[config.mk]
export PLATFORM = sky130hd
export DESIGN_NAME = dmem_arbiter
export DESIGN_NICKNAME = d
export VERILOG_FILES = /design/src/rtl/dmem_arb_pkg.sv /design/src/rtl/dmem_arb_pick.sv /design/src/rtl/dmem_arbiter.sv
export SDC_FILE = /design/constraint.sdc
export NUM_CORES = 1
export LEC_CHECK = 0
export ABC_AREA = 1
export CORE_MARGIN = 5
export CORE_UTILIZATION = 25
export CTS_CLUSTER_DIAMETER = 40
export CTS_CLUSTER_SIZE = 30
export DETAILED_ROUTE_END_ITERATION = 10
export DONT_BUFFER_PORTS = 1
export PLACE_DENSITY = 0.46
export RECOVER_POWER = 25
export SLEW_MARGIN = 20
export SYNTH_ARGS = -nofsm -noshare
export SYNTH_HDL_FRONTEND = slang
export SYNTH_SLANG_ARGS = --single-unit
[constraint.sdc]
create_clock -name clk -period 2.18 [get_ports clk]
set_input_delay 0.218 -clock clk [delete_from_list [all_inputs] [get_ports clk]]
set_output_delay 0.218 -clock clk [all_outputs]
set_load 0.02 [all_outputs]
[src/rtl/dmem_arb_pkg.sv]
// Shared types and defaults for the two-port data-memory arbiter.
// The owner encoding is shared by the arbiter top and its grant-pick sub-module.
package dmem_arb_pkg;

  typedef enum logic [1:0] {
    NONE = 2'd0,
    P0   = 2'd1,
    P1   = 2'd2
  } owner_t;

  localparam int DEFAULT_MAX_BURST = 4;

  // The burst counter must be wide enough to hold MAX_BURST itself.
  function automatic int bcnt_width(input int max_burst);
    return $clog2(max_burst + 1);
  endfunction

endpackage

[src/rtl/dmem_arb_pick.sv]
// Combinational grant decision: a lone requester always wins, the
// requester not served last wins a fresh tie, and a running owner is
// preempted only after MAX_BURST consecutive grants.
module dmem_arb_pick
  import dmem_arb_pkg::*;
#(
  parameter int MAX_BURST = DEFAULT_MAX_BURST,
  parameter int BW        = bcnt_width(DEFAULT_MAX_BURST)
) (
  input  logic          req0,
  input  logic          req1,
  input  owner_t        owner,
  input  logic [BW-1:0] bcnt,
  input  owner_t        last,
  output logic          pick0,
  output logic          pick1
);

  localparam logic [BW-1:0] MAX_B = BW'(MAX_BURST);

  always_comb begin
    pick0 = 1'b0;
    pick1 = 1'b0;
    if (req0 && !req1) begin
      pick0 = 1'b1;
    end else if (req1 && !req0) begin
      pick1 = 1'b1;
    end else if (req0 && req1) begin
      case (owner)
        P0: begin
          if (bcnt < MAX_B) pick0 = 1'b1;
          else              pick1 = 1'b1;
        end
        P1: begin
          if (bcnt < MAX_B) pick1 = 1'b1;
          else              pick0 = 1'b1;
        end
        default: begin
          if (last == P0) pick1 = 1'b1;
          else            pick0 = 1'b1;
        end
      endcase
    end
  end

endmodule

[src/rtl/dmem_arbiter.sv]
// Two-requester data-memory arbiter with burst-limited fairness,
// registered read return per requester and a saturating stall counter.
module dmem_arbiter
  import dmem_arb_pkg::*;
#(
  parameter int MAX_BURST = DEFAULT_MAX_BURST,
  parameter int CNT_W     = 16
) (
  input  logic             clk,
  input  logic             rst,
  input  logic             req0,
  input  logic             req1,
  input  logic             we0,
  input  logic             we1,
  input  logic [31:0]      addr0,
  input  logic [31:0]      addr1,
  input  logic [31:0]      wdata0,
  input  logic [31:0]      wdata1,
  output logic             gnt0,
  output logic             gnt1,
  output logic             rvalid0,
  output logic             rvalid1,
  output logic [31:0]      rdata0,
  output logic [31:0]      rdata1,
  output logic             mem_we,
  output logic [31:0]      mem_addr,
  output logic [31:0]      mem_wdata,
  input  logic [31:0]      mem_rdata,
  output logic [CNT_W-1:0] stall_cnt
);

  localparam int BW = bcnt_width(MAX_BURST);
  localparam logic [BW-1:0] MAX_B = BW'(MAX_BURST);

  owner_t        owner_q, owner_n;
  owner_t        last_q, last_n;
  logic [BW-1:0] bcnt_q, bcnt_n;
  logic          pick0, pick1;
  logic [BW-1:0] bcnt_inc;

  dmem_arb_pick #(
    .MAX_BURST(MAX_BURST),
    .BW       (BW)
  ) u_pick (
    .req0 (req0),
    .req1 (req1),
    .owner(owner_q),
    .bcnt (bcnt_q),
    .last (last_q),
    .pick0(pick0),
    .pick1(pick1)
  );

  always_ff @(posedge clk) begin
    if (!rst) begin
      owner_q <= NONE;
      bcnt_q  <= '0;
      last_q  <= P1;
    end else begin
      owner_q <= owner_n;
      bcnt_q  <= bcnt_n;
      last_q  <= last_n;
    end
  end

  assign bcnt_inc = (bcnt_q == MAX_B) ? bcnt_q : bcnt_q + 1'b1;

  always_comb begin
    owner_n = owner_q;
    bcnt_n  = bcnt_q;
    last_n  = last_q;
    if (gnt0) begin
      owner_n = P0;
      bcnt_n  = (owner_q == P0) ? bcnt_inc : BW'(1);
      last_n  = P0;
    end else if (gnt1) begin
      owner_n = P1;
      bcnt_n  = (owner_q == P1) ? bcnt_inc : BW'(1);
      last_n  = P1;
    end else begin
      owner_n = NONE;
      bcnt_n  = '0;
    end
  end

  // Reset gates the grants so nothing reaches memory while rst is low.
  always_comb begin
    gnt0      = rst & pick0;
    gnt1      = rst & pick1;
    mem_we    = 1'b0;
    mem_addr  = '0;
    mem_wdata = '0;
    if (gnt0) begin
      mem_we    = we0;
      mem_addr  = addr0;
      mem_wdata = wdata0;
    end else if (gnt1) begin
      mem_we    = we1;
      mem_addr  = addr1;
      mem_wdata = wdata1;
    end
  end

  always_ff @(posedge clk) begin
    if (!rst) begin
      rvalid0 <= 1'b0;
      rvalid1 <= 1'b0;
      rdata0  <= '0;
      rdata1  <= '0;
    end else begin
      rvalid0 <= gnt0 & ~we0;
      rvalid1 <= gnt1 & ~we1;
      if (gnt0 && !we0) rdata0 <= mem_rdata;
      if (gnt1 && !we1) rdata1 <= mem_rdata;
    end
  end

  // Both requesting always leaves exactly one of them waiting.
  always_ff @(posedge clk) begin
    if (!rst) begin
      stall_cnt <= '0;
    end else if (req0 && req1 && (stall_cnt != '1)) begin
      stall_cnt <= stall_cnt + 1'b1;
    end
  end

endmodule

==> metrics.txt, run 1 <==
run status=finished clean; Root Buffer=clkbuf_16; clk slew on worst S/H paths=0.07 ns; Final GP Congestion=0.789; Die W=153 µm; ys async rst share=0; overall routing resource usage=0.171; syn nets=1,036; final clock skew=0.00871 ns; Die Footprint=23,500 µm²; Vias/cell=4.74; Final ANT Viol Nets=0; RSZ-0062 raised after global routing=yes; count leader, synth=nand2_1; Worst Path Max Fanout=7; DP HPWL=14.1 mm; startpoint types=flop; Initial DRT Pass Iterations=6; Antenna Cells=0; Max VDD drop=0.392 mV; CTS Buf Count=9; pre-CTS WS=0.168 ns; area of the mapped netlist=5140 µm²; Post-synth top cells=nand2_1 (437), nand4_1 (103), inv_1 (93), dfxtp_1 (89), nor2_1 (34); Synthesis Warnings=0; initial DRC count=347; starting density of the core=0.254; Wirelength per Cell=18.5 µm; # IOs=315; Layout area overhead=36.4%; syn avg cell area=5.95 µm²; Final period util=0.975; post-synthesis cell count=865; Setup WS post-layout=0.0543 ns; core footprint=20,200 µm²; worst-skew pair later-pin latency=0.35 ns; drt total wl=22.0 mm; fill count=2,213; WS Path Type=flop to primary output; Max-Cap Viols=0; top cells by area, synth=dfxtp_1 (35%), nand2_1 (32%), nand4_1 (13%); H-Tree Depth=3; cell area power density=634 nW/µm²; ys flop type=dfxtp_1; worst reg2reg path depth=12; highest clock rate=470 MHz; Synth Register Bits=89; first-pass GRT wire length=31.8 mm; sequential share of the synthesized area=0.346; initial antenna violation count=0; CTS tree=done; clock buffer depth=2; layout cells sized above 1=0.187; number of port buffers=0; drt drc=0; data arrival time of the worst path=1.91 ns; Worst Hold Path Cells=2; Post-synth EDFFs=0; area leader, netlist=dfxtp_1; slew margin rel.=0.723; total negative setup slack=0 ns; min Tclk post-route=2.13 ns; vias in the first global route=5,307; distinct cell type count after synthesis=20; HP Class=input port to flop; CP endpoint kind=primary output; Die Span Y=153 µm; Crit path required time=1.96 ns; final hold violation count=0; Slew Viols, Final=0; post-route cell area=7020 µm²; largest net degree at the start of global routing=170; total clock sinks=89; vias=5,655; # nets final=1,089; P_leak=3.59 nW; # rows=52; overflow left after global routing=0; worst-margin pin slew=0.414 ns; DP Area=5580 µm²; share of the synthesized area in the top cell type=0.346; Setup violations, final=0
-- per-layer routing --
| metal | global-route usage | share of wire |
|---|---|---|
| met5 | 0 | 0 |
| met4 | 0.0677 | 0.028 |
| met3 | 0.0560 | 0.091 |
| met2 | 0.285 | 0.49 |
| met1 | 0.204 | 0.40 |
-- cell usage in the layout (no fill, tap or decap), types with 3 or more instances in the layout --
cell	n
nand2_1	370
nand4_1	103
inv_1	88
dfxtp_1	87
nand2_2	62
buf_4	39
nor2_1	34
dlygate4sd3_1	33
clkbuf_16	17
a21oi_1	11
o21ai_0	8
buf_12	8
inv_2	7
buf_6	7
nand3_4	4
nand2_4	4
nand3_1	4
xor2_1	4
buf_16	4
nor2_2	3
xnor2_1	3
ha_1	3
-- logic make-up after synthesis --
family | after synthesis | share of synthesized area
AO/OA/AOI/OAI | 21 | 0.0212
AND/OR/NAND/NOR | 587 | 0.483
buffers and inverters | 156 | 0.125
adder cells (fa/ha/maj) | 5 | 0.0122
XOR/XNOR | 7 | 0.0119
flip-flops | 89 | 0.346
-- registers in the layout, summed over array words and instances (netlist names) --
register	cells
owner_q	2
rdata0	32
last_q	2
bcnt_q	3
rvalid0	1
rvalid1	1
rdata1	32
stall_cnt	16
-- worst paths after layout --
path / start / endpoint / slack, ns
max: owner_q[0]$_SDFF_PN0_ / mem_addr[27] / 0.05
min reg2reg: last_q[0]$_SDFFE_PN0P_ / last_q[0]$_SDFFE_PN0P_ / 0.45
max reg2reg: owner_q[0]$_SDFF_PN0_ / rdata1[17]$_SDFFE_PN0P_ / 0.23
min: mem_rdata[26] / rdata1[26]$_SDFFE_PN0P_ / 0.01
-- per-stage QoR --
stage	std cells	power, mW	utilization	hold WS (ns)
after floorplan	865	2.34	-	0.328
final	1192	4.45	0.347	0.0144
after detailed placement	1117	2.47	0.276	0.334
after global routing	1192	4.65	0.347	0.00703
after global placement	1117	2.47	0.276	0.332
after CTS	1177	4.42	0.332	0.000393
-- repair_timing --
action,in CTS,in global routing
pin swaps,7,17
gates cloned,6,9
gates resized for setup,91,24
endpoints found under the setup margin,65,67
hold endpoints to repair,41,0
hold buffers,33,0
buffers inserted,6,8
-- where the power goes --
part,switching (mW),internal (mW),leakage (nW),total (mW)
sequential,0.136,1.70,0.726,1.84
combinational,0.543,0.360,2.72,0.903
clock,0.704,1.00,0.148,1.71
total,1.38,3.07,3.59,4.45
-- final cells by class --
type,instances,area (µm²),area share
clock buffers,9,225,0.0321
clock inverters,6,92.6,0.0132
inverters,97,379,0.0540
multi-input cells,621,3010,0.429
flip-flops and latches,89,1780,0.254
well taps,270,338,0.0482
repair buffers,100,1190,0.169
-- critical path, stage by stage (launching register included) --
cell	delay (ns)
dfxtp_2	0.34
inv_2	0.04
ha_4	0.28
inv_4	0.04
nand3_2	0.08
nand3_4	0.12
nand2_8	0.14
buf_6	0.14
buf_16	0.11
nand4_1	0.10
nand2_2	0.15
Note: power is estimated with default switching activity, not from simulation.
==> run 2, diff against run 1 <==
==> constraint.sdc (replaced) <==
create_clock -name clk -period 2.14 [get_ports clk]
set_input_delay 0.214 -clock clk [delete_from_list [all_inputs] [get_ports clk]]
set_output_delay 0.214 -clock clk [all_outputs]
set_load 0.02 [all_outputs]
==> run 2 against run 1 <==
Effect of this change: total power is 0.83% lower; sequential share of layout area grew 0.77 points; critical path depth rose by 1; clock skew increased by 0.0012 ns; final cell count is 0.42% lower; first-iteration DRC count down 11%; core utilization is 1.0 points lower; worst hold slack improved by 0.0019 ns; via count down 0.81%; setup slack worse by 0.034 ns; non-clock buffer count shrank 6; clock-buffer cell count grew 1; critical path type unchanged; largest power group unchanged.
==> metrics.txt, run 2 (synthesis results as in run 1) <==
run status=finished clean (unchanged); commonest non-fill, non-tap cell in the layout=nand2_1 (unchanged); worst-skew pair later-pin latency=0.35 ns (about the same); vias in the first global route=5,443 (was 5,307); P_leak=3.52 nW (was 3.59 nW); CTS Buf Count=9 (unchanged); most frequent cells in the layout=nand2_1 (371), nand4_1 (103), inv_1 (87), dfxtp_1 (87), nand2_2 (65) (was nand2_1 (370), nand4_1 (103), inv_1 (88), dfxtp_1 (87), nand2_2 (62)); slew margin rel.=0.653 (was 0.723); H-Tree Depth=3 (unchanged); vias=5,609 (was 5,655); # IOs=315 (unchanged); initial antenna violation count=1 (was 0); core footprint=20,200 µm² (unchanged); clk slew on worst S/H paths=0.07 ns (about the same); CP endpoint kind=primary output (unchanged); data arrival time of the worst path=1.91 ns (about the same); Die W=153 µm (unchanged); first-pass GRT wire length=32.2 mm (was 31.8 mm); largest registers=rdata0 x32, rdata1 x32, stall_cnt x16 (unchanged); WS Path Type=flop to primary output (unchanged); Vias/cell=4.73 (was 4.74); Met3 Wirelength=1.83 mm (was 2.01 mm); wl on met1=8.62 mm (was 8.72 mm); Initial DRT Pass Iterations=5 (was 6); # nets final=1,082 (was 1,089); Die Footprint=23,500 µm² (unchanged); Root Buffer=clkbuf_16 (unchanged); drt drc=0 (unchanged); overflow left after global routing=0 (unchanged); final clock skew=0.00995 ns (was 0.00871 ns); Buf/Inv on CP=4 (unchanged); Total Power=4.41 mW (was 4.45 mW); Max-Cap Viols=0 (unchanged); largest net degree at the start of global routing=171 (was 170); number of port buffers=0 (unchanged); Crit path required time=1.93 ns (was 1.96 ns); DP HPWL=14.2 mm (was 14.1 mm); met2 wire len=10.5 mm (was 10.7 mm); Logic pwr share=0.195 (was 0.203); # rows=52 (unchanged); cell area power density=648 nW/µm² (was 634 nW/µm²); DP Area=5590 µm² (was 5580 µm²); startpoint types=flop (unchanged); switching share of power=0.317 (was 0.311); overall routing resource usage=0.173 (was 0.171); crit-path max cell delay=0.36 ns (was 0.34 ns); starting density of the core=0.254 (unchanged); Setup violations, final=0 (unchanged); layout cells sized above 1=0.179 (was 0.187); drt total wl=21.6 mm (was 22.0 mm); Max VDD drop=0.312 mV (was 0.392 mV); HP Class=input port to flop (unchanged); initial DRC count=310 (was 347); Cell Int Power=3.01 mW (was 3.07 mW); Die Span Y=153 µm (unchanged); Final GP Congestion=0.771 (was 0.789); Sw Pwr=1.40 mW (was 1.38 mW); Final ANT Viol Nets=0 (unchanged); CTS tree=done (unchanged); highest clock rate=472 MHz; Wirelength per Cell=18.2 µm (was 18.5 µm); worst-margin pin slew=0.521 ns (was 0.414 ns); Max Used Layer=met4 (unchanged); final hold violation count=0 (unchanged); Slew Viols, Final=0 (unchanged); delay-heaviest family, CP=simple AND/OR/NAND/NOR gates (unchanged); Clk pwr share=0.381 (was 0.384); clock buffer depth=2 (unchanged); Layout area overhead=32.4% (was 36.4%); crit-path cells=inv_2 > ha_2 > inv_2 > nand2_2 > nand3_2 > nand3_4 > nand2_4 > buf_8 > buf_12 > nand4_1 > nand2_2 (was inv_2 > ha_4 > inv_4 > nand3_2 > nand3_4 > nand2_8 > buf_6 > buf_16 > nand4_1 > nand2_2); min Tclk post-route=2.12 ns; post-route cell area=6810 µm² (was 7020 µm²); total clock sinks=89 (unchanged); sequential power share=0.424 (was 0.413); Max stage delay cell, worst path=dfxtp_2 (unchanged); Worst Path Max Fanout=5 (was 7); Final period util=0.991; RSZ-0062 raised after global routing=yes (unchanged)
## run 2: worst paths after layout
kind / cells after the start / slack [ns] / endpoint / startpoint
worst min-delay path: 2 / 0.02 / rdata1[29]$_SDFFE_PN0P_ / mem_rdata[29]
worst max-delay path: 11 / 0.02 / mem_wdata[23] / owner_q[1]$_SDFF_PP0_
worst max register to register: 13 / 0.30 / rdata0[8]$_SDFFE_PN0P_ / owner_q[1]$_SDFF_PP0_
worst min register to register: 2 / 0.45 / last_q[0]$_SDFFE_PN0P_ / last_q[0]$_SDFFE_PN0P_
## run 2: through the flow
step	std cells	TNS, ns	utilization	worst slack (ns)	hold WS (ns)
2_1_floorplan	865	0	-	0.334	0.324
3_3_place_gp	1116	0	0.276	0.153	0.325
3_5_place_dp	1116	0	0.276	0.140	0.329
4_1_cts	1182	-0.324	0.332	-0.0508	0.0000994
5_1_grt	1187	-2.33	0.337	-0.0975	0.00628
6_report	1187	0	0.337	0.0202	0.0163
## run 2: repair_timing
action | CTS | global route
gates resized for setup | 84 | 16
gates cloned | 7 | 3
hold endpoints to repair | 52 | 0
pin swaps | 20 | 24
setup endpoints to repair | 67 | 67
setup buffers | 10 | 4
hold buffers | 34 | 0
## run 2: final cells by class
type	count	area (µm²)
sequential	89	1780
multi-input combinational	620	2930
inverter	97	369
clock buffer	10	239
tap	270	338
antenna	1	2.50
timing repair buffer	94	1070
clock inverter	6	72.6
fill	2181	13400
## run 2: worst register-to-register path, stage by stage, from the launching register on
cell,delay (ns)
dfxtp_2,0.36
inv_2,0.04
ha_2,0.17
inv_2,0.06
nand2_2,0.05
nand3_2,0.09
nand3_4,0.08
nand3_2,0.11
clkinv_4,0.13
clkbuf_16,0.20
nand2_1,0.08
buf_4,0.27
nand2_1,0.10
nand2_1,0.07
## run 2: power groups by stage
stage | registers [mW] | logic (mW) | clock network (mW)
CTS | 1.87 | 0.840 | 1.75
global route | 1.88 | 0.941 | 1.80
finish | 1.87 | 0.859 | 1.68
floorplan | 1.89 | 0.495 | 0
detailed placement | 1.91 | 0.602 | 0
global placement | 1.91 | 0.602 | 0
## run 2: layer usage
layer  vias up  global-route usage
met3        41              0.0517
li1       2810                   -
met4         0              0.0744
met1      2506               0.203
met2       252               0.292
met5         -                   0
==> run 3, diff against run 2 <==
--- a/config.mk
+++ b/config.mk
@@ -14,6 +14,7 @@
 export DONT_BUFFER_PORTS = 1
 export PLACE_DENSITY = 0.46
 export RECOVER_POWER = 25
+export SETUP_SLACK_MARGIN = 0.3
 export SLEW_MARGIN = 20
 export SYNTH_ARGS = -nofsm -noshare
 export SYNTH_HDL_FRONTEND = slang
==> run 3 against run 2 <==
Effect of this change: the flow now finishes with violations (setup timing); total power increased by 3.0%; critical path depth unchanged; sequential share of layout area decreased by 1.8 points; flip-flop and latch count unchanged; final area rose by 7.3%; die area unchanged; final cell count up 1.0%; first-iteration DRC count up 8.4%; highest routed layer unchanged.
==> metrics.txt, run 3 (synthesis results as in run 1) <==
crit-path cells=inv_2 > ha_2 > inv_2 > nand2_2 > nand3_4 > nand3_4 > nand2_4 > buf_4 > buf_16 > nand4_1 > nand2_2 (was inv_2 > ha_2 > inv_2 > nand2_2 > nand3_2 > nand3_4 > nand2_4 > buf_8 > buf_12 > nand4_1 > nand2_2); Final ANT Viol Nets=0 (unchanged); data arrival time of the worst path=1.95 ns (was 1.91 ns); Max VDD drop=0.321 mV (was 0.312 mV); Crit path required time=1.93 ns (about the same); Reg-to-Reg End=rdata1[18]$_SDFFE_PN0P_ (was rdata0[8]$_SDFFE_PN0P_); Sw Pwr=1.44 mW (was 1.40 mW); clock buffer depth=2 (unchanged); final hold violation count=0 (unchanged); cell area power density=622 nW/µm² (was 648 nW/µm²); commonest non-fill, non-tap cell in the layout=nand2_1 (unchanged); worst-skew pair later-pin latency=0.35 ns (about the same); reg2reg setup slack=0.25 ns (was 0.30 ns); Die Footprint=23,500 µm² (unchanged); DP HPWL=14.2 mm (unchanged); HP Class=input port to flop (unchanged); failing checks=setup timing; total clock sinks=89 (unchanged); Vias/cell=4.76 (was 4.73); DP Area=5590 µm² (unchanged); placed cells=1,116 (unchanged); Initial DRT Pass Iterations=6 (was 5); first-pass GRT wire length=32.3 mm (was 32.2 mm); Slew Viols, Final=0 (unchanged); worst-margin pin slew=0.487 ns (was 0.521 ns); Setup violations, final=6 (was 0); layout cells sized above 1=0.236 (was 0.179); crit-path max cell delay=0.36 ns (about the same); number of port buffers=0 (unchanged); Final Non-Filler Cells=1,199 (was 1,187); Clk pwr share=0.369 (was 0.381); initial DRC count=336 (was 310); core footprint=20,200 µm² (unchanged); CTS tree=done (unchanged); Final period util=1.01 (was 0.991); Worst Setup EP=mem_addr[19] (was mem_wdata[23]); final clock skew=0.00812 ns (was 0.00995 ns); overall routing resource usage=0.173 (about the same); WS Path Type=flop to primary output (unchanged); drt drc=0 (unchanged); Max-Cap Viols=0 (unchanged); largest net degree at the start of global routing=171 (unchanged); clk slew on worst S/H paths=0.07 ns (about the same); RSZ-0062 raised after global routing=yes (unchanged); Layout area overhead=42.0% (was 32.4%); # rows=52 (unchanged); vias=5,710 (was 5,609); worst reg2reg path depth=13 (unchanged); CTS Buf Count=9 (unchanged); RR Startpoint=owner_q[0]$_SDFF_PN0_ (was owner_q[1]$_SDFF_PP0_); overflow left after global routing=0 (unchanged); initial antenna violation count=1 (unchanged); Final GP Congestion=0.771 (unchanged); startpoint types=flop (unchanged); post-route cell area=7310 µm² (was 6810 µm²); final core utilization=0.361 (was 0.337); vias in the first global route=5,469 (was 5,443); Logic pwr share=0.219 (was 0.195); Die Span Y=153 µm (unchanged); Setup WS post-layout=-0.0248 ns (was 0.0202 ns); switching share of power=0.318 (was 0.317); fill count=2,150 (was 2,181); drt total wl=22.5 mm (was 21.6 mm); Worst Path Max Fanout=17 (was 5); H-Tree Depth=3 (unchanged); footprint of the multi-input gates=3120 µm² (was 2930 µm²); Setup crit start=owner_q[1]$_SDFF_PP0_ (unchanged); Die W=153 µm (unchanged); min Tclk post-route=2.16 ns (was 2.12 ns); Root Buffer=clkbuf_16 (unchanged); CP endpoint kind=primary output (unchanged); Wirelength per Cell=18.7 µm (was 18.2 µm); most frequent cells in the layout=nand2_1 (331), nand4_1 (103), nand2_2 (95), inv_1 (87), dfxtp_1 (87) (was nand2_1 (371), nand4_1 (103), inv_1 (87), dfxtp_1 (87), nand2_2 (65)); Cell Int Power=3.10 mW (was 3.01 mW); # nets final=1,094 (was 1,082); run status=finished with violations (was finished clean); FF+latch area=1780 µm² (unchanged); slew margin rel.=0.675 (was 0.653); # IOs=315 (unchanged); P_leak=3.70 nW (was 3.52 nW); sequential power share=0.412 (was 0.424); Max stage delay cell, worst path=dfxtp_2 (unchanged); largest registers=rdata0 x32, rdata1 x32, stall_cnt x16 (unchanged); starting density of the core=0.254 (unchanged); highest clock rate=462 MHz (was 472 MHz)
-- run 3: cell types whose count changed in the layout (fill, tap and decap cells not counted), moves of 3 or more --
| cell | change |
|---|---|
| nand2_4 | +10 |
| nand2_2 | +30 |
| nand2_1 | -40 |
| buf_12 | +5 |
| buf_6 | +3 |
| buf_4 | -6 |
| nand3_4 | +3 |
| clkbuf_16 | +4 |
| buf_8 | +4 |
-- run 3: how the worst min path moves through the flow --
stage / to / from / cells after the start / slack [ns]
2_1_floorplan: rdata0[0]$_SDFFE_PN0P_ / mem_rdata[0] / 2 / 0.32
3_3_place_gp: rdata0[12]$_SDFFE_PN0P_ / mem_rdata[12] / 2 / 0.33
3_5_place_dp: rdata0[27]$_SDFFE_PN0P_ / mem_rdata[27] / 2 / 0.33
4_1_cts: rdata1[31]$_SDFFE_PN0P_ / mem_rdata[31] / 2 / 0.0001
5_1_grt: rdata1[31]$_SDFFE_PN0P_ / mem_rdata[31] / 2 / 0.005
6_report: rdata1[31]$_SDFFE_PN0P_ / mem_rdata[31] / 2 / 0.02
-- run 3: metal layers --
metal / vias to the layer above / GRT usage / wire (µm)
met4: 0 / 0.0803 / 746
li1: 2833 / - / -
met1: 2573 / 0.200 / 8760
met2: 262 / 0.291 / 11100
met3: 42 / 0.0551 / 1850
met5: - / 0 / 0
-- run 3: area by class of cell --
cell class                      instances  share of cell area
Timing Repair Buffer                  106               0.188
Multi-Input combinational cell        620               0.427
Inverter                               97              0.0515
Sequential cell                        89               0.244
Clock inverter                          6             0.00993
Tap cell                              270              0.0462
Clock buffer                           10              0.0327
Antenna cell                            1            0.000343
-- run 3: power by group through the flow --
stage	combinational, mW	sequential (mW)	clock, mW
5_1_grt	1.08	1.88	1.80
2_1_floorplan	0.495	1.89	0
3_5_place_dp	0.602	1.91	0
4_1_cts	0.864	1.87	1.75
3_3_place_gp	0.602	1.91	0
6_report	0.994	1.87	1.68
-- run 3: stage by stage --
step	TNS, ns	hold slack [ns]	total power [mW]	setup WS [ns]
floorplan	0	0.324	2.39	0.334
global placement	0	0.325	2.51	0.153
detailed placement	0	0.329	2.51	0.140
CTS	-0.0825	0.000100	4.49	-0.0276
global route	-4.50	0.00463	4.76	-0.109
finish	-0.0533	0.0157	4.55	-0.0248
-- run 3: repair_timing --
| action | 4_1_cts | 5_1_grt |
|---|---|---|
| gates cloned | 7 | 9 |
| hold endpoints to repair | 52 | 0 |
| hold buffers | 34 | 0 |
| pin swaps | 17 | 57 |
| gates resized for setup | 101 | 72 |
| endpoints found under the setup margin | 114 | 132 |
| buffers inserted | 11 | 5 |
-- run 3: critical path, delay by kind of cell, from the launching register on --
kind	cells	cell delay [ns]
simple gates	6	0.64
buf+inv	4	0.43
fa+ha+maj	1	0.17
flops	1	0.36
